[src/rtl/serial_adder_sub.sv]
// Digit-serial adder/subtractor: DIGIT bits per clock, LSB first, with start/done
// handshake and carry plus signed-overflow reporting.
module serial_adder_sub #(
    parameter int WIDTH = 8,
    parameter int DIGIT = 1
) (
    input  logic             clock,
    input  logic             reset,
    input  logic             start,
    input  logic [WIDTH-1:0] A,
    input  logic [WIDTH-1:0] B,
    input  logic             C0,
    input  logic             mode,
    output logic             busy,
    output logic             done,
    output logic [WIDTH-1:0] Sum,
    output logic             Carry,
    output logic             Overflow
);

    localparam int NDIG = WIDTH / DIGIT;
    localparam int CW   = (NDIG > 1) ? $clog2(NDIG) : 1;
    localparam logic [CW-1:0] LAST = CW'(NDIG - 1);

    if ((WIDTH % DIGIT) != 0) begin : g_bad_digit
        $error("serial_adder_sub: WIDTH must be a multiple of DIGIT");
    end

    typedef enum logic [1:0] {IDLE, RUN, DONE} state_t;

    state_t           state, state_nx;
    logic [CW-1:0]    cnt;
    logic [WIDTH-1:0] a_sh, b_sh, res, res_nx;
    logic             cy;
    logic [DIGIT:0]   dsum;
    logic [DIGIT-1:0] s;
    logic             c, cin_msb, accept, last;

    assign dsum    = {1'b0, a_sh[DIGIT-1:0]} + {1'b0, b_sh[DIGIT-1:0]} + {{DIGIT{1'b0}}, cy};
    assign s       = dsum[DIGIT-1:0];
    assign c       = dsum[DIGIT];
    // Carry into the top bit of the digit recovered from its sum bit: s = a ^ b ^ cin.
    assign cin_msb = a_sh[DIGIT-1] ^ b_sh[DIGIT-1] ^ s[DIGIT-1];
    assign res_nx  = WIDTH'({s, res} >> DIGIT);

    assign accept = start && (state != RUN);
    assign last   = (state == RUN) && (cnt == LAST);
    assign busy   = (state == RUN);
    assign done   = (state == DONE);

    always_ff @(posedge clock or posedge reset) begin
        if (reset) state <= IDLE;
        else       state <= state_nx;
    end

    always_comb begin
        state_nx = state;
        case (state)
            IDLE:    if (start) state_nx = RUN;
            RUN:     if (cnt == LAST) state_nx = DONE;
            DONE:    state_nx = start ? RUN : IDLE;
            default: state_nx = IDLE;
        endcase
    end

    always_ff @(posedge clock or posedge reset) begin
        if (reset) begin
            cnt      <= '0;
            a_sh     <= '0;
            b_sh     <= '0;
            res      <= '0;
            cy       <= 1'b0;
            Sum      <= '0;
            Carry    <= 1'b0;
            Overflow <= 1'b0;
        end else if (accept) begin
            // Subtraction as A + ~B + ~C0.
            a_sh <= A;
            b_sh <= mode ? ~B : B;
            cy   <= mode ? ~C0 : C0;
            cnt  <= '0;
        end else if (state == RUN) begin
            a_sh <= a_sh >> DIGIT;
            b_sh <= b_sh >> DIGIT;
            cy   <= c;
            res  <= res_nx;
            cnt  <= cnt + CW'(1);
            if (last) begin
                Sum      <= res_nx;
                Carry    <= c;
                Overflow <= c ^ cin_msb;
            end
        end
    end

endmodule

[config.mk]
export PLATFORM = sky130hd
export DESIGN_NAME = serial_adder_sub
export DESIGN_NICKNAME = d
export VERILOG_FILES = /design/src/rtl/serial_adder_sub.sv
export SDC_FILE = /design/constraint.sdc
export NUM_CORES = 1
export LEC_CHECK = 0
export CORE_MARGIN = 5
export CORE_UTILIZATION = 55
export DETAILED_ROUTE_END_ITERATION = 12
export GPL_TIMING_DRIVEN = 0
export HOLD_SLACK_MARGIN = 0.1
export PLACE_DENSITY = 0.85
export SYNTH_ARGS = -nofsm -noshare
export SYNTH_HDL_FRONTEND = slang
export SYNTH_SLANG_ARGS = --single-unit
[constraint.sdc]
create_clock -name clock -period 4.55 [get_ports clock]
set_input_delay 0.91 -clock clock [delete_from_list [all_inputs] [get_ports clock]]
set_output_delay 0.91 -clock clock [all_outputs]
set_load 0.01 [all_outputs]
==> results.sh <==
export IMPL_cts_tree="done"
export IMPL_worstSetupStartpointType="flop"
export IMPL_run_status="finished clean"
export IMPL_synth_area_um2=1799
export IMPL_worst_slack_ns=1.805
export IMPL_grt_max_degree=40
export IMPL_cap_violations=0
export IMPL_seqPwrFrac=0.414
export IMPL_cts_buffers_inserted=5
export IMPL_hp_class="flop to flop"
export IMPL_yosysSeqAreaShare=0.5424
export IMPL_first_global_vias=1294
export IMPL_holdPathStages=2
export IMPL_synthArstFlopShare=1.000
export IMPL_die_y_um=67.20
export IMPL_fillers=252
export IMPL_port_buffers=30
export IMPL_relSlewSlack=0.4787
export IMPL_crit_chain="nand2b_1, inv_2, buf_2, clkdlybuf4s50_1"
export IMPL_ir_worst_vdd_v=0.0003351
export IMPL_routed_wl_mm=3.316
export IMPL_ys_seq_elements=39
export IMPL_grt_ovfl_total=0
export IMPL_postSynthCellCount=160
export IMPL_tns_ns=0
export IMPL_cts_root_buffer="clkbuf_4"
export IMPL_path_max_fanout=10
export IMPL_firstDrtPassIters=4
export IMPL_rows=20
export IMPL_cts_htree_levels=2
export IMPL_io_pins=33
export IMPL_swShare=0.3369
export IMPL_setup_viol_count_final=0
export IMPL_drt_iter0_drc=66
export IMPL_clockBufferDepth=2
export IMPL_fin_nets=221
export IMPL_coreArea_um2=3103
export IMPL_post_cts_resize_count=0
export IMPL_antenna_left=0
export IMPL_required_ns=3.64
export IMPL_finClkSkew_ns=0.009604
export IMPL_period_share=0.6034
export IMPL_postCtsSetupBuffers=0
export IMPL_final_area_um2=2260
export IMPL_pre_cts_ws_ns=2.184
export IMPL_seq_area_um2=975.9
export IMPL_p_comb_frac=0.384
export IMPL_clk_pin_slew_ns=0.12
export IMPL_critPathMaxStageDelay_ns=0.58
export IMPL_leakagePower_nw=1.109
export IMPL_synth_edf_count=0
export IMPL_synth_fp_nets=184
export IMPL_cts_hold_buf=0
export IMPL_power_density_nw_per_um2=630.4
export IMPL_vias=1245
export IMPL_clk_insertion_delay_late_ns=0.34
export IMPL_diodes=0
export IMPL_grt_pass1_wl_mm=5.796
export IMPL_final_hold_viol_count=0
export IMPL_placed_cell_area_um2=2155
export IMPL_fin_util=0.7282
export IMPL_routedWlPerCell_um=13.70
export IMPL_yosys_warnings=0
export IMPL_avgViaCountPerCell=5.145
export IMPL_rr_worst_depth=4
export IMPL_layout_min_cycle_time_ns=2.745
export IMPL_synth_avg_cell_area_um2=11.25
export IMPL_dp_hpwl_mm=2.491
export IMPL_p_clk_frac=0.202
export IMPL_cts_sinks=39
export IMPL_cp_arrival_ns=1.84
export IMPL_synth_flop_cell="dfrtp_1"
export IMPL_slew_viol_final=0
export IMPL_drc=0
export IMPL_p_int_w=0.0009447
export IMPL_die_w_um=67.20
export IMPL_drive_gt1_frac=0.1465
export IMPL_ys_types=23
export IMPL_p_switching_w=0.0004799
export IMPL_rsz0062_at_grt="no"
export IMPL_initial_utilization=0.5798
export IMPL_worst_slew_pin_slew_ns=0.7808
export IMPL_area_growth_pct=25.59
export IMPL_power_total_w=0.001425
export IMPL_fmax_mhz=364.3
export IMPL_crit_type="flop to output port"
export IMPL_crit_slowest_cell="clkdlybuf4s50_1"
export IMPL_multiInputGateArea_um2=745.7
export IMPL_grt_usage=0.1704
export IMPL_die_area_um2=4515
export IMPL_critPathCaptureType="output port"
export IMPL_gp_congestion=0.8104
export IMPL_antenna_found_initial=0
==> cell usage after synthesis (2+ instances only) <==
library cell / count / area, um2
ha_1: 2 / 25.02
dfrtp_1: 39 / 975.9
o21ai_0: 19 / 95.09
nor2_1: 2 / 7.510
buf_4: 2 / 15.01
mux2_4: 7 / 105.1
inv_1: 3 / 11.26
buf_2: 4 / 20.02
mux2_2: 2 / 22.52
nand2_1: 41 / 153.9
xor2_1: 8 / 70.07
mux2i_1: 16 / 160.2
buf_6: 2 / 22.52
xnor2_1: 4 / 35.03
==> placed cells by master (no fill, tap or decap), types with 4 or more instances in the layout <==
cell type        netlist  routed
nand2_1               41      41
dfrtp_1               39      39
clkdlybuf4s50_1        0      30
o21ai_0               19      19
mux2i_1               16      16
xor2_1                 8       8
mux2_4                 7       7
clkbuf_4               0       5
buf_2                  4       4
xnor2_1                4       4
==> final cells by class <==
cell class                 instances  area share
sequential                        39      0.4319
multi-input combinational        108      0.3300
timing repair buffer              30      0.1329
clock inverter                     3     0.02990
buffer                             9     0.02769
tap                               44     0.02436
clock buffer                       5     0.01661
inverter                           4    0.006645
==> metrics by stage <==
step	hold WS, ns	std cells
floorplan	0.4459	160
global placement	0.4583	234
detailed placement	0.4780	234
CTS	0.5060	242
global route	0.5269	242
finish	0.4985	242
==> power groups by stage <==
stage	Combinational, W	Sequential (W)	Clock (W)
floorplan	0.000346	0.000591	0
global route	0.000611	0.000611	0.000309
finish	0.000547	0.000590	0.000287
CTS	0.000556	0.000591	0.000293
detailed placement	0.000555	0.000598	0
global placement	0.000522	0.000585	0
==> state kept, by name, summed over array words and instances, names as in the netlist <==
signal,count
Carry,1
cnt,3
a_sh,8
res,7
Overflow,1
Sum,8
cy,1
b_sh,8
state,2
==> critical path: cells and delay by family (launching register included) <==
family	cells	cell delay, ns
AND/OR/NAND/NOR	1	0.17
flip-flops	1	0.40
buffers and inverters	3	0.92
==> cell families after synthesis <==
logic type / share of synthesized area
multiplexers: 0.1599
flip-flops: 0.5424
XOR/XNOR: 0.05841
adder cells (fa/ha/maj): 0.02503
AND/OR/NAND/NOR: 0.1106
buffers and inverters: 0.04311
AO/OA/AOI/OAI: 0.06050
==> routing by layer <==
layer,GRT usage,share of wire
met4,0.04557,0.012
met1,0.2098,0.44
met3,0.05491,0.051
met2,0.2883,0.50
met5,0,0
==> final timing paths <==
kind | from | to | slack, ns
max | state[1] | busy | 1.80
max reg2reg | a_sh[0] | Overflow | 2.97
min | b_sh[5] | b_sh[4] | 0.50
max in group asynchronous | reset | a_sh[6] | 3.03
min in group asynchronous | reset | Carry | 1.02
min reg2reg | b_sh[5] | b_sh[4] | 0.50
Power figures use the tool's default switching activity.
==> RTL change 1: new RTL, same flow settings <==
The parameter `WIDTH` goes from 8 to 4.
--- a/src/rtl/serial_adder_sub.sv
+++ b/src/rtl/serial_adder_sub.sv
@@ -1,7 +1,7 @@
 // Digit-serial adder/subtractor: DIGIT bits per clock, LSB first, with start/done
 // handshake and carry plus signed-overflow reporting.
 module serial_adder_sub #(
-    parameter int WIDTH = 8,
+    parameter int WIDTH = 4,
     parameter int DIGIT = 1
 ) (
     input  logic             clock,
Ports: changed (resized A, B and Sum); port bits go from 33 to 21. The function was not compared with the original's and may differ.
==> RTL change 1 against the unedited design <==
Sequential share of layout area increased by 0.075 points; sequential cell count decreased by 17; design area decreased by 44%; area after synthesis decreased by 43%; final cell count decreased by 46%; clock skew decreased by 0.0066 ns; utilization increased by 0.081 points; clock power decreased by 70%; worst setup slack improved by 0.11 ns; via count decreased by 46%; worst hold slack improved by 0.0014 ns; wire length decreased by 49%; power decreased by 42%; critical path type unchanged.
==> RTL change 1: results (changes against the unedited design) <==
status: completed
clock skew: 0.00302 ns (-0.00659 ns)
Via Count: 675 (-46%)
GRT met1 Usage: 0.183 (-0.0265)
Comb pwr share: 0.483 (+0.099)
Peak VDD IR: 0.509 mV (+52%)
Avg Vias per Cell: 5.15 (+0.16%)
total power draw: 0.824 mW (-42%)
grt met3 use: 0.0423 (-0.0127)
sequential share of power: 0.413 (about the same)
relative slew slack: 0.455 (-0.0242)
Net Switching: 0.280 mW (-42%)
final net count: 123 (-44%)
R2R Path End: Overflow
largest net degree at the start of global routing: 23 (-43%)
H-tree levels: 1 (-1)
Place WS: 2.27 ns (+0.0853 ns)
distinct cell type count after synthesis: 20 (-13%)
top post-synthesis cells by area: dfrtp_1 54%, mux2_2 11%, mux2i_1 7.8%, o21ai_0 3.9%, xnor2_1 3.4%
DP Area: 0.00125 sq mm (-42%)
synth cell count leaders: 22 x dfrtp_1, 10 x mux2_2, 9 x nand2_1
Post-Syn Instances: 84 (-48%)
final worst hold slack: 0.500 ns (+0.00140 ns)
final critical-path required period: 2.63 ns (-0.114 ns)
HPWL Detailed: 1310 um (-47%)
WL met1: 677 um (-53%)
met2 WL: 888 um (-46%)
first-pass GRT wire length: 3000 um (-48%)
clock latency on the worst-skew pair: 0.30 ns (-0.04 ns)
crit path launch: state[0]
largest registers: Sum (4), a_sh (4), b_sh (4)
number of port buffers: 19 (-37%)
Seq/Total Area, Yosys: 0.535 (-0.00714)
GRT Util Overall: 0.151 (-0.0192)
metal3 WL: 77 um (-55%)
clock root buffer: clkbuf_4
initial DRC count: 4 (-94%)
via count of the first global-routing pass: 689 (-47%)
Hold Crit Start: b_sh[3]
leak pwr: 0.584 nW (-47%)
gpl congestion: 0.738 (-8.9%)
[RTL change 1: cell families after synthesis]
family                   synth area share
AND/OR/NAND/NOR                    0.0779
flip-flops                          0.535
buffers and inverters              0.0487
XOR/XNOR                           0.0681
multiplexers                        0.187
adder cells (fa/ha/maj)            0.0316
AO/OA/AOI/OAI                      0.0511
[RTL change 1: worst max-delay path, cell delays in order (launching register included)]
cell and delay, ns:
dfrtp_1 0.41, nor2b_1 0.15, buf_4 0.16, buf_6 0.14, clkdlybuf4s50_1 0.55
[RTL change 1: area by class of cell]
| type | instances | area [sq um] |
|---|---|---|
| Buffer | 5 | 42.5 |
| Clock buffer | 3 | 22.5 |
| Fill cell | 129 | 473 |
| Inverter | 2 | 7.51 |
| Multi-Input combinational cell | 55 | 428 |
| Sequential cell | 22 | 551 |
| Tap cell | 25 | 31.3 |
| Timing Repair Buffer | 19 | 190 |
==> RTL change 2: new RTL, same flow settings <==
Without the edit above. Re-encode `state_t` (3 states) as one-hot, 3 bits wide.
--- a/src/rtl/serial_adder_sub.sv
+++ b/src/rtl/serial_adder_sub.sv
@@ -26,7 +26,7 @@
         $error("serial_adder_sub: WIDTH must be a multiple of DIGIT");
     end
 
-    typedef enum logic [1:0] {IDLE, RUN, DONE} state_t;
+    typedef enum logic [2:0] {IDLE = 3'b001, RUN = 3'b010, DONE = 3'b100} state_t;
 
     state_t           state, state_nx;
     logic [CW-1:0]    cnt;
Check against the original RTL: same outputs for any inputs over 10 cycles, from zero or initial values and one cycle with reset high; not proved beyond that.
==> RTL change 2 against the unedited design <==
Power decreased by 26%; wire length increased by 7.2%; area after synthesis increased by 3.7%; design area increased by 1.0%; first-iteration DRC count decreased by 4.5%; synthesized cell count increased by 3.8%; sequential power decreased by 6.6%; worst setup slack got worse by 0.35 ns; sequential share of layout area increased by 0.73 points; maximum frequency decreased by 11%; sequential cell count increased by 1; critical path type unchanged.
==> RTL change 2: results (changes against the unedited design) <==
Int Power: 0.701 mW (-26%)
syn avg cell area: 11.2 sq um (about the same)
crit path launch: state[2]
Place WS: 1.85 ns (-0.336 ns)
post-synth net total: 190 (+3.3%)
leak pwr: 1.09 nW (-2.1%)
Seq/Total Area, Yosys: 0.537 (-0.00520)
initial DRC count: 63 (-4.5%)
HPWL Detailed: 2590 um (+3.9%)
synth cell count leaders: 39 x dfrtp_1, 39 x nand2_1, 19 x o21ai_0
status: completed
number of fill cells: 283 (+12%)
Avg Vias per Cell: 5.20 (+1.0%)
initial antenna violation count: 0 (unchanged)
Slew @ Worst Pin: 0.827 ns (+0.0459 ns)
Peak VDD IR: 0.249 mV (-26%)
clock skew: 0.00343 ns (-0.00618 ns)
Setup WS post-layout: 1.45 ns (-0.350 ns)
WL/cell: 14.2 um (+3.7%)
final net count: 227 (+2.7%)
reg-to-reg slack, setup: 2.88 ns (-0.09 ns)
largest net degree at the start of global routing: 41 (+2.5%)
antenna fix cells: 0 (unchanged)
top post-synthesis cells by area: dfrtp_1 52%, mux2i_1 8.6%, nand2_1 7.8%, mux2_4 7.2%, o21ai_0 5.1%
placed cells: 242 (+3.4%)
first-pass GRT wire length: 6070 um (+4.6%)
distinct cell type count after synthesis: 26 (+13%)
gpl congestion: 0.836 (+3.2%)
share of layout cells above drive strength 1: 0.132 (-0.0141)
CP arrival: 2.19 ns (+0.35 ns)
clock root buffer: clkbuf_4
Via Count: 1299 (+4.3%)
GRT Util Overall: 0.179 (+0.00875)
RTL change 2: metrics by stage:
step                instance area [sq um]   util  power [mW]
global route                         2280  0.689        1.14
finish                               2280  0.689        1.06
global placement                     2220  0.672       0.849
floorplan                            1870      -       0.781
detailed placement                   2220  0.672       0.882
CTS                                  2280  0.689        1.07
RTL change 2: cell families after synthesis:
kind of cell               Yosys count  synth area share
DFF                                 40             0.537
and+or+nand+nor                     49             0.113
adders and majority gates            3            0.0241
muxes                               26             0.164
AOI/OAI and AO/OA                   23            0.0644
buffers and inverters               13            0.0402
xor gates and xnor gates            12            0.0563
RTL change 2: cell type report:
class	instances	area, sq um	area share
Buffer	10	58.8	0.0258
Clock buffer	8	58.8	0.0258
Inverter	3	16.3	0.00713
Multi-Input combinational cell	113	788	0.345
Sequential cell	40	1000	0.439
Tap cell	46	57.6	0.0252
Timing Repair Buffer	30	300	0.132
RTL change 2: power by group through the flow:
stage / clock, mW / sequential, mW / combinational [mW]
after floorplan: 0 / 0.534 / 0.247
after global placement: 0 / 0.548 / 0.301
after global routing: 0.206 / 0.565 / 0.365
after detailed placement: 0 / 0.559 / 0.324
after CTS: 0.189 / 0.551 / 0.324
final: 0.185 / 0.551 / 0.319
RTL change 2: how the worst min path moves through the flow:
stage / start / end / slack, ns / depth (start not counted)
after floorplan: res[1] / res[1] / 0.45 / 2
after global placement: a_sh[1] / a_sh[0] / 0.46 / 2
after detailed placement: res[1] / res[1] / 0.47 / 2
after CTS: res[1] / res[1] / 0.50 / 2
after global routing: b_sh[4] / b_sh[3] / 0.53 / 2
final: a_sh[1] / a_sh[0] / 0.49 / 2
RTL change 2: routing by layer:
layer	up-vias	track usage	part of all wire
met4	0	0.0521	0.012
met3	5	0.0509	0.053
met2	44	0.295	0.50
met5	-	0	0
met1	632	0.229	0.43
li1	618	-	-
RTL change 2: worst max-delay path: stages (launching register included):
cell	delay (ns)
dfrtp_1	0.42
or3b_1	0.39
buf_6	0.16
clkinv_4	0.07
buf_2	0.22
clkdlybuf4s50_1	0.58
